`src/rtl/pipeline_hazard_ctrl.sv`:
```
// Load-use / taken-branch hazard controller driving PC, IF/ID and ID/EX enables, flushes and bubbles.
// Optional performance counters are enabled with `define HAZARD_PERF_CNT_EN.
module pipeline_hazard_ctrl #(
   parameter int LOAD_LATENCY = 1,
   parameter int FLUSH_DEPTH  = 2
) (
   input  logic        clk,
   input  logic        reset,
   input  logic [4:0]  id_rs1,
   input  logic [4:0]  id_rs2,
   input  logic        id_uses_rs1,
   input  logic        id_uses_rs2,
   input  logic        ex_MemRead,
   input  logic [4:0]  ex_rd,
   input  logic        ex_branch_taken,
   input  logic        mem_busy,
   output logic        pc_write_en,
   output logic        if_id_write_en,
   output logic        if_id_flush,
   output logic        id_ex_write_en,
   output logic        id_ex_bubble,
   output logic [1:0]  hz_state,
   output logic [31:0] stall_count,
   output logic [31:0] flush_count
);

   localparam int MAX_LEN = (LOAD_LATENCY > FLUSH_DEPTH) ? LOAD_LATENCY : FLUSH_DEPTH;
   localparam int CW      = $clog2(MAX_LEN) + 1;
   localparam logic [CW-1:0] LS_INIT = CW'((LOAD_LATENCY > 1) ? LOAD_LATENCY - 2 : 0);
   localparam logic [CW-1:0] BF_INIT = CW'((FLUSH_DEPTH > 1) ? FLUSH_DEPTH - 2 : 0);

   typedef enum logic [1:0] {
      RUN        = 2'b00,
      LOAD_STALL = 2'b01,
      BR_FLUSH   = 2'b10
   } state_e;

   state_e        state_q, state_d;
   logic [CW-1:0] cnt_q, cnt_d;
   logic          hazard;

   assign hazard = ex_MemRead && (ex_rd != 5'd0) &&
                   ((id_uses_rs1 && (id_rs1 == ex_rd)) || (id_uses_rs2 && (id_rs2 == ex_rd)));

   // NOTE: sequential state uses non-blocking assignments so every flop samples pre-edge values.
   always_ff @(posedge clk or posedge reset) begin
      if (reset) begin
         state_q <= RUN;
         cnt_q   <= '0;
      end else begin
         state_q <= state_d;
         cnt_q   <= cnt_d;
      end
   end

   // NOTE: every output and next-state signal gets a default first, so no path infers a latch.
   always_comb begin
      state_d        = state_q;
      cnt_d          = cnt_q;
      pc_write_en    = 1'b1;
      if_id_write_en = 1'b1;
      if_id_flush    = 1'b0;
      id_ex_write_en = 1'b1;
      id_ex_bubble   = 1'b0;

      if (reset) begin
         pc_write_en    = 1'b0;
         if_id_write_en = 1'b0;
         if_id_flush    = 1'b1;
         id_ex_write_en = 1'b0;
         id_ex_bubble   = 1'b1;
      end else if (mem_busy) begin
         pc_write_en    = 1'b0;
         if_id_write_en = 1'b0;
         id_ex_write_en = 1'b0;
      end else if (ex_branch_taken) begin
         // A taken branch squashes whatever is in flight, including a pending load stall.
         if_id_flush  = 1'b1;
         id_ex_bubble = 1'b1;
         if (FLUSH_DEPTH > 1) begin
            state_d = BR_FLUSH;
            cnt_d   = BF_INIT;
         end else begin
            state_d = RUN;
            cnt_d   = '0;
         end
      end else begin
         unique case (state_q)
            RUN: begin
               if (hazard) begin
                  pc_write_en    = 1'b0;
                  if_id_write_en = 1'b0;
                  id_ex_bubble   = 1'b1;
                  if (LOAD_LATENCY > 1) begin
                     state_d = LOAD_STALL;
                     cnt_d   = LS_INIT;
                  end
               end
            end
            LOAD_STALL: begin
               pc_write_en    = 1'b0;
               if_id_write_en = 1'b0;
               id_ex_bubble   = 1'b1;
               if (cnt_q == '0) state_d = RUN;
               else             cnt_d   = cnt_q - CW'(1);
            end
            BR_FLUSH: begin
               if_id_flush  = 1'b1;
               id_ex_bubble = 1'b1;
               if (cnt_q == '0) state_d = RUN;
               else             cnt_d   = cnt_q - CW'(1);
            end
            default: begin
               state_d = RUN;
               cnt_d   = '0;
            end
         endcase
      end
   end

   assign hz_state = state_q;

`ifdef HAZARD_PERF_CNT_EN
   logic [31:0] stall_cnt_q, flush_cnt_q;

   // Outside reset, pc_write_en is low only for a mem_busy freeze or a load stall.
   always_ff @(posedge clk or posedge reset) begin
      if (reset) begin
         stall_cnt_q <= '0;
         flush_cnt_q <= '0;
      end else begin
         if (!pc_write_en && !mem_busy) stall_cnt_q <= stall_cnt_q + 32'd1;
         if (if_id_flush)               flush_cnt_q <= flush_cnt_q + 32'd1;
      end
   end

   assign stall_count = stall_cnt_q;
   assign flush_count = flush_cnt_q;
`else
   assign stall_count = 32'h0;
   assign flush_count = 32'h0;
`endif

endmodule

```
`config.mk`:
```
export PLATFORM = sky130hd
export DESIGN_NAME = pipeline_hazard_ctrl
export DESIGN_NICKNAME = d
export VERILOG_FILES = /design/src/rtl/pipeline_hazard_ctrl.sv
export SDC_FILE = /design/constraint.sdc
export NUM_CORES = 1
export LEC_CHECK = 0
export CORE_UTILIZATION = 25
export CTS_CLUSTER_DIAMETER = 150
export DETAILED_ROUTE_END_ITERATION = 8
export PLACE_DENSITY = 0.77
export RECOVER_POWER = 100
export SLEW_MARGIN = 20
export SYNTH_ARGS = -nofsm -noshare
export SYNTH_HDL_FRONTEND = slang
export SYNTH_SLANG_ARGS = --single-unit
export TNS_END_PERCENT = 20
```
`constraint.sdc`:
```
create_clock -name clk -period 1.2 [get_ports clk]
set_input_delay 0.12 -clock clk [delete_from_list [all_inputs] [get_ports clk]]
set_output_delay 0.12 -clock clk [all_outputs]
set_load 0.005 [all_outputs]
```
==> results.md, run 1 <==
| Step | Quantity | Reported |
|:---|:---|:---|
| clock network | TritonCTS clock tree | done |
| layout | NumNets Final | 171 |
| synthesis | Number of enable-type register cells in the synthesized netlist | 0 |
| synthesis | Register area share after synthesis | 9.08% |
| global routing | Total congestion overflow | 0 |
| worst setup path | Timing startpoint of the critical path | ex_rd[1] |
| floorplanning | Overall die area | 3540 um2 |
| synthesis | Avg Synthesized Cell Area | 7.73 um2 |
| floorplanning | Floorplan Core Area | 3100 um2 |
| layout | Summed area of non-filler cells in the final layout | 985 um2 |
| worst setup path | Startpoint type of the worst setup path | input port |
| floorplanning | Die span in y | 59.5 um |
| timing | Final clock skew | 0.00612 ns |
| clock network | Clock Tree Buf Depth | 2 |
| routing | Number of vias after detailed routing | 611 |
| timing | Total of endpoints with negative setup slack in the final report | 3 |
| layout | Number of antenna diodes | 0 |
| routing | Vias per Instance | 3.20 |
| timing | Final-report hold violation count | 0 |
| timing | Setup slack of the critical path after layout | -0.336 ns |
| worst setup path | Crit path capture type | output port |
| floorplanning | Effective utilization at floorplan | 26.7% |
| run | Max_cap viols | 0 |
| layout | Area grow syn2layout | 19.1% |
| synthesis | List of most frequent post-synthesis cells | sky130_fd_sc_hd__buf_4 (66), sky130_fd_sc_hd__xor2_1 (8), sky130_fd_sc_hd__inv_1 (5) |
| timing | Unrepaired setup endpoints after global routing | yes |
| worst setup path | Setup slack of the worst register-to-register path | 0.02 ns |
| place | Final GP Congestion | 0.731 |
| clock network | Clock transition at the register clock pins on the worst setup and hold paths after CTS | 0.04 ns |
| worst setup path | Critical path arrival | 1.42 ns |
| timing | Final period demand of the worst path | 1.54 ns |
| synthesis | Fraction of post-synthesis cell area in the top cell type by area | 59.9% |
| power and ir drop | Leakage Power | 0.545 nW |
| place | Buffers added on ports | 27 |
| routing | Average wire per cell in the routed design | 7.71 um |
| layout | Share of final-layout standard cells stronger than drive strength 1 | 25.9% |
| routing | Initial detailed-routing violation count | 17 |
| synthesis | Biggest area consumer among synthesized cells | sky130_fd_sc_hd__buf_4 |
| routing | Number of routed nets with antenna violations | 0 |
| routing | Drt first pass iters | 2 |
| clock network | Insertion delay to the later sink of the worst-skew pair | 0.24 ns |
| worst setup path | Required time worst endpoint | 1.08 ns |
| power and ir drop | Overall Power | 0.000898 W |
| synthesis | Netlist Area Pre-Place | 827 um2 |
| clock network | Num CTS Buffers | 3 |
| timing | Count of final max-slew check failures | 0 |
| floorplanning | Horizontal die dimension | 59.5 um |
| outcome | Result of the run | finished with violations |
| routing | Aggregate routed wire length | 1.47 mm |
| global routing | Largest net degree at the start of global routing | 6 |
| synthesis | Count of warnings emitted by yosys | 0 |
| clock network | Clock root buffer | sky130_fd_sc_hd__clkbuf_4 |
| timing | Crit share post-route | 128% |
| clock network | Clock sink count | 3 |
| floorplanning | Num ports | 93 |
| worst setup path | R2r worst-path depth | 6 |
| place | Cell Area, Placed | 957 um2 |
| floorplanning | # rows | 20 |
| layout | Count of fill cells added during filler insertion | 341 |
| synthesis | Share of synthesized registers carrying an async set or reset | 100% |
| power and ir drop | Pwr/cell area | 912 nW/um2 |
| place | Post-detailed-placement half-perimeter wirelength | 1.20 mm |
| power and ir drop | IR drop worst, VDD | 274 uV |
| worst setup path | Startpoint of the lowest-slack register-to-register path | cnt_q[0]$_DFFE_PP0P_ |
| worst setup path | Crit Path Class | input port to output port |
| synthesis | Synth Register Bits | 3 |
| synthesis | Most common flop cell mapped by yosys | sky130_fd_sc_hd__dfrtp_1 |
| min path | Hold/Removal Path Class | input port to asynchronous set/reset pin |
| timing | Highest clock frequency the design can meet | 651 MHz |
| outcome | Violations in the final reports | setup timing |
| worst setup path | Crit Path Max Fanout | 3 |
| clock network | H-tree depth | 1 |
| global routing | All-layer global routing usage | 7.75% |
| global routing | Wire length of the first global-routing pass | 1.88 mm |
| routing | Total DRC errors in the routed layout | 0 |
| global routing | Via count of the first global-routing pass | 458 |
| synthesis | Number of instances in the synthesized netlist | 107 |
| global routing | Number of antenna violations at the first check in global routing | 0 |
| synthesis | Yosys cell types | 23 |
| synthesis | Top cells by area, synth | sky130_fd_sc_hd__buf_4 (60%), sky130_fd_sc_hd__dfrtp_1 (9.1%), sky130_fd_sc_hd__xor2_1 (8.5%), sky130_fd_sc_hd__inv_1 (2.3%), sky130_fd_sc_hd__xnor2_1 (2.1%) |
| synthesis | Most frequent cell after synthesis | sky130_fd_sc_hd__buf_4 |
[cells in the final DEF, fill, tap and decap left out]
cell / n
sky130_fd_sc_hd__a21oi_1: 2
sky130_fd_sc_hd__a22o_1: 1
sky130_fd_sc_hd__a32oi_1: 1
sky130_fd_sc_hd__and2_1: 1
sky130_fd_sc_hd__buf_2: 11
sky130_fd_sc_hd__buf_4: 9
sky130_fd_sc_hd__buf_6: 3
sky130_fd_sc_hd__buf_8: 1
sky130_fd_sc_hd__clkbuf_1: 1
sky130_fd_sc_hd__clkbuf_4: 4
sky130_fd_sc_hd__clkdlybuf4s15_2: 2
sky130_fd_sc_hd__clkdlybuf4s50_1: 4
sky130_fd_sc_hd__conb_1: 65
sky130_fd_sc_hd__dfrtp_1: 3
sky130_fd_sc_hd__dlygate4sd2_1: 7
sky130_fd_sc_hd__ha_2: 1
sky130_fd_sc_hd__inv_1: 4
sky130_fd_sc_hd__inv_2: 1
sky130_fd_sc_hd__nand2_1: 1
sky130_fd_sc_hd__nand2b_4: 1
sky130_fd_sc_hd__nor2_1: 3
sky130_fd_sc_hd__nor3_2: 2
sky130_fd_sc_hd__nor4_1: 1
sky130_fd_sc_hd__nor4_2: 1
sky130_fd_sc_hd__o21ai_2: 1
sky130_fd_sc_hd__o22ai_1: 2
sky130_fd_sc_hd__o31ai_2: 1
sky130_fd_sc_hd__o41a_1: 1
sky130_fd_sc_hd__or2_0: 1
sky130_fd_sc_hd__or4_1: 1
sky130_fd_sc_hd__xnor2_1: 2
sky130_fd_sc_hd__xor2_1: 8
[routing by layer]
layer  GRT usage [%]  vias up  share of wire, %
li1                -      291                 -
met1            7.10      263                31
met2            13.0       50                55
met3            3.28        7                10
met4            6.98        0               4.1
met5               0        -                 0
[state kept, by name, summed over array words and instances (netlist names)]
register	cells
cnt_q	2
hz_state	1
[report_power, final]
group          total, W  internal (W)  switching (W)
combinational  0.000519      0.000261       0.000258
sequential     0.000191      0.000153      0.0000384
clock          0.000188      0.000125      0.0000627
[cells by family (layout without fill, tap and decap cells)]
family / after synthesis / after routing / share of synthesized area (%)
adders and majority gates: 1 / 1 / 1.51
xor gates and xnor gates: 10 / 10 / 10.6
DFF: 3 / 3 / 9.08
other: 1 / 65 / 0.453
buffers and inverters: 71 / 47 / 62.2
AOI/OAI and AO/OA: 9 / 9 / 7.72
and+or+nand+nor: 12 / 12 / 8.47
[critical path, stage by stage]
cell,delay [ns]
sky130_fd_sc_hd__buf_8,0.10
sky130_fd_sc_hd__buf_6,0.10
sky130_fd_sc_hd__xor2_1,0.13
sky130_fd_sc_hd__nor4_1,0.24
sky130_fd_sc_hd__a32oi_1,0.11
sky130_fd_sc_hd__buf_4,0.16
sky130_fd_sc_hd__o41a_1,0.32
sky130_fd_sc_hd__buf_2,0.14
[through the flow]
step	util [%]	setup TNS, ns	cells	worst slack [ns]	hold WS, ns
after floorplan	-	-0.121	171	-0.121	-0.126
after global placement	30.8	-4.34	184	-0.983	0.443
after detailed placement	30.8	-4.46	184	-1.02	0.447
after CTS	31.3	-0.932	191	-0.341	0.00142
after global routing	31.7	-1.43	191	-0.455	0.00373
final	31.7	-0.886	191	-0.336	0.00469
[what timing repair did]
item	in CTS	in global routing
hold buffers	0	0
setup buffers	3	0
setup endpoints to repair	8	6
pin swaps	13	4
resized for setup	77	5
[layout make-up]
type / count / area [um2] / area share (%)
clock buffer: 4 / 26.3 / 2.67
sequential: 3 / 75.1 / 7.62
multi-input combinational: 97 / 507 / 51.5
timing repair buffer: 38 / 303 / 30.7
tap: 44 / 55.1 / 5.59
inverter: 5 / 18.8 / 1.91
[path summary, 6_finish.rpt]
kind	to
max in group asynchronous	cnt_q[0]$_DFFE_PP0P_
min reg2reg	cnt_q[1]$_DFFE_PP0P_
max reg2reg	cnt_q[0]$_DFFE_PP0P_
max	pc_write_en
min	hz_state[1]$_DFFE_PP0P_
min in group clk	cnt_q[1]$_DFFE_PP0P_
No activity file was read; power rests on OpenSTA's default activity.
==> run 2, diff against run 1 <==
--- a/config.mk
+++ b/config.mk
@@ -5,6 +5,7 @@
 export SDC_FILE = /design/constraint.sdc
 export NUM_CORES = 1
 export LEC_CHECK = 0
+export CAP_MARGIN = 30
 export CORE_UTILIZATION = 25
 export CTS_CLUSTER_DIAMETER = 150
 export DETAILED_ROUTE_END_ITERATION = 8
==> results of run 2 <==
Final layout, timing and power as in run 1 (identical DEF).
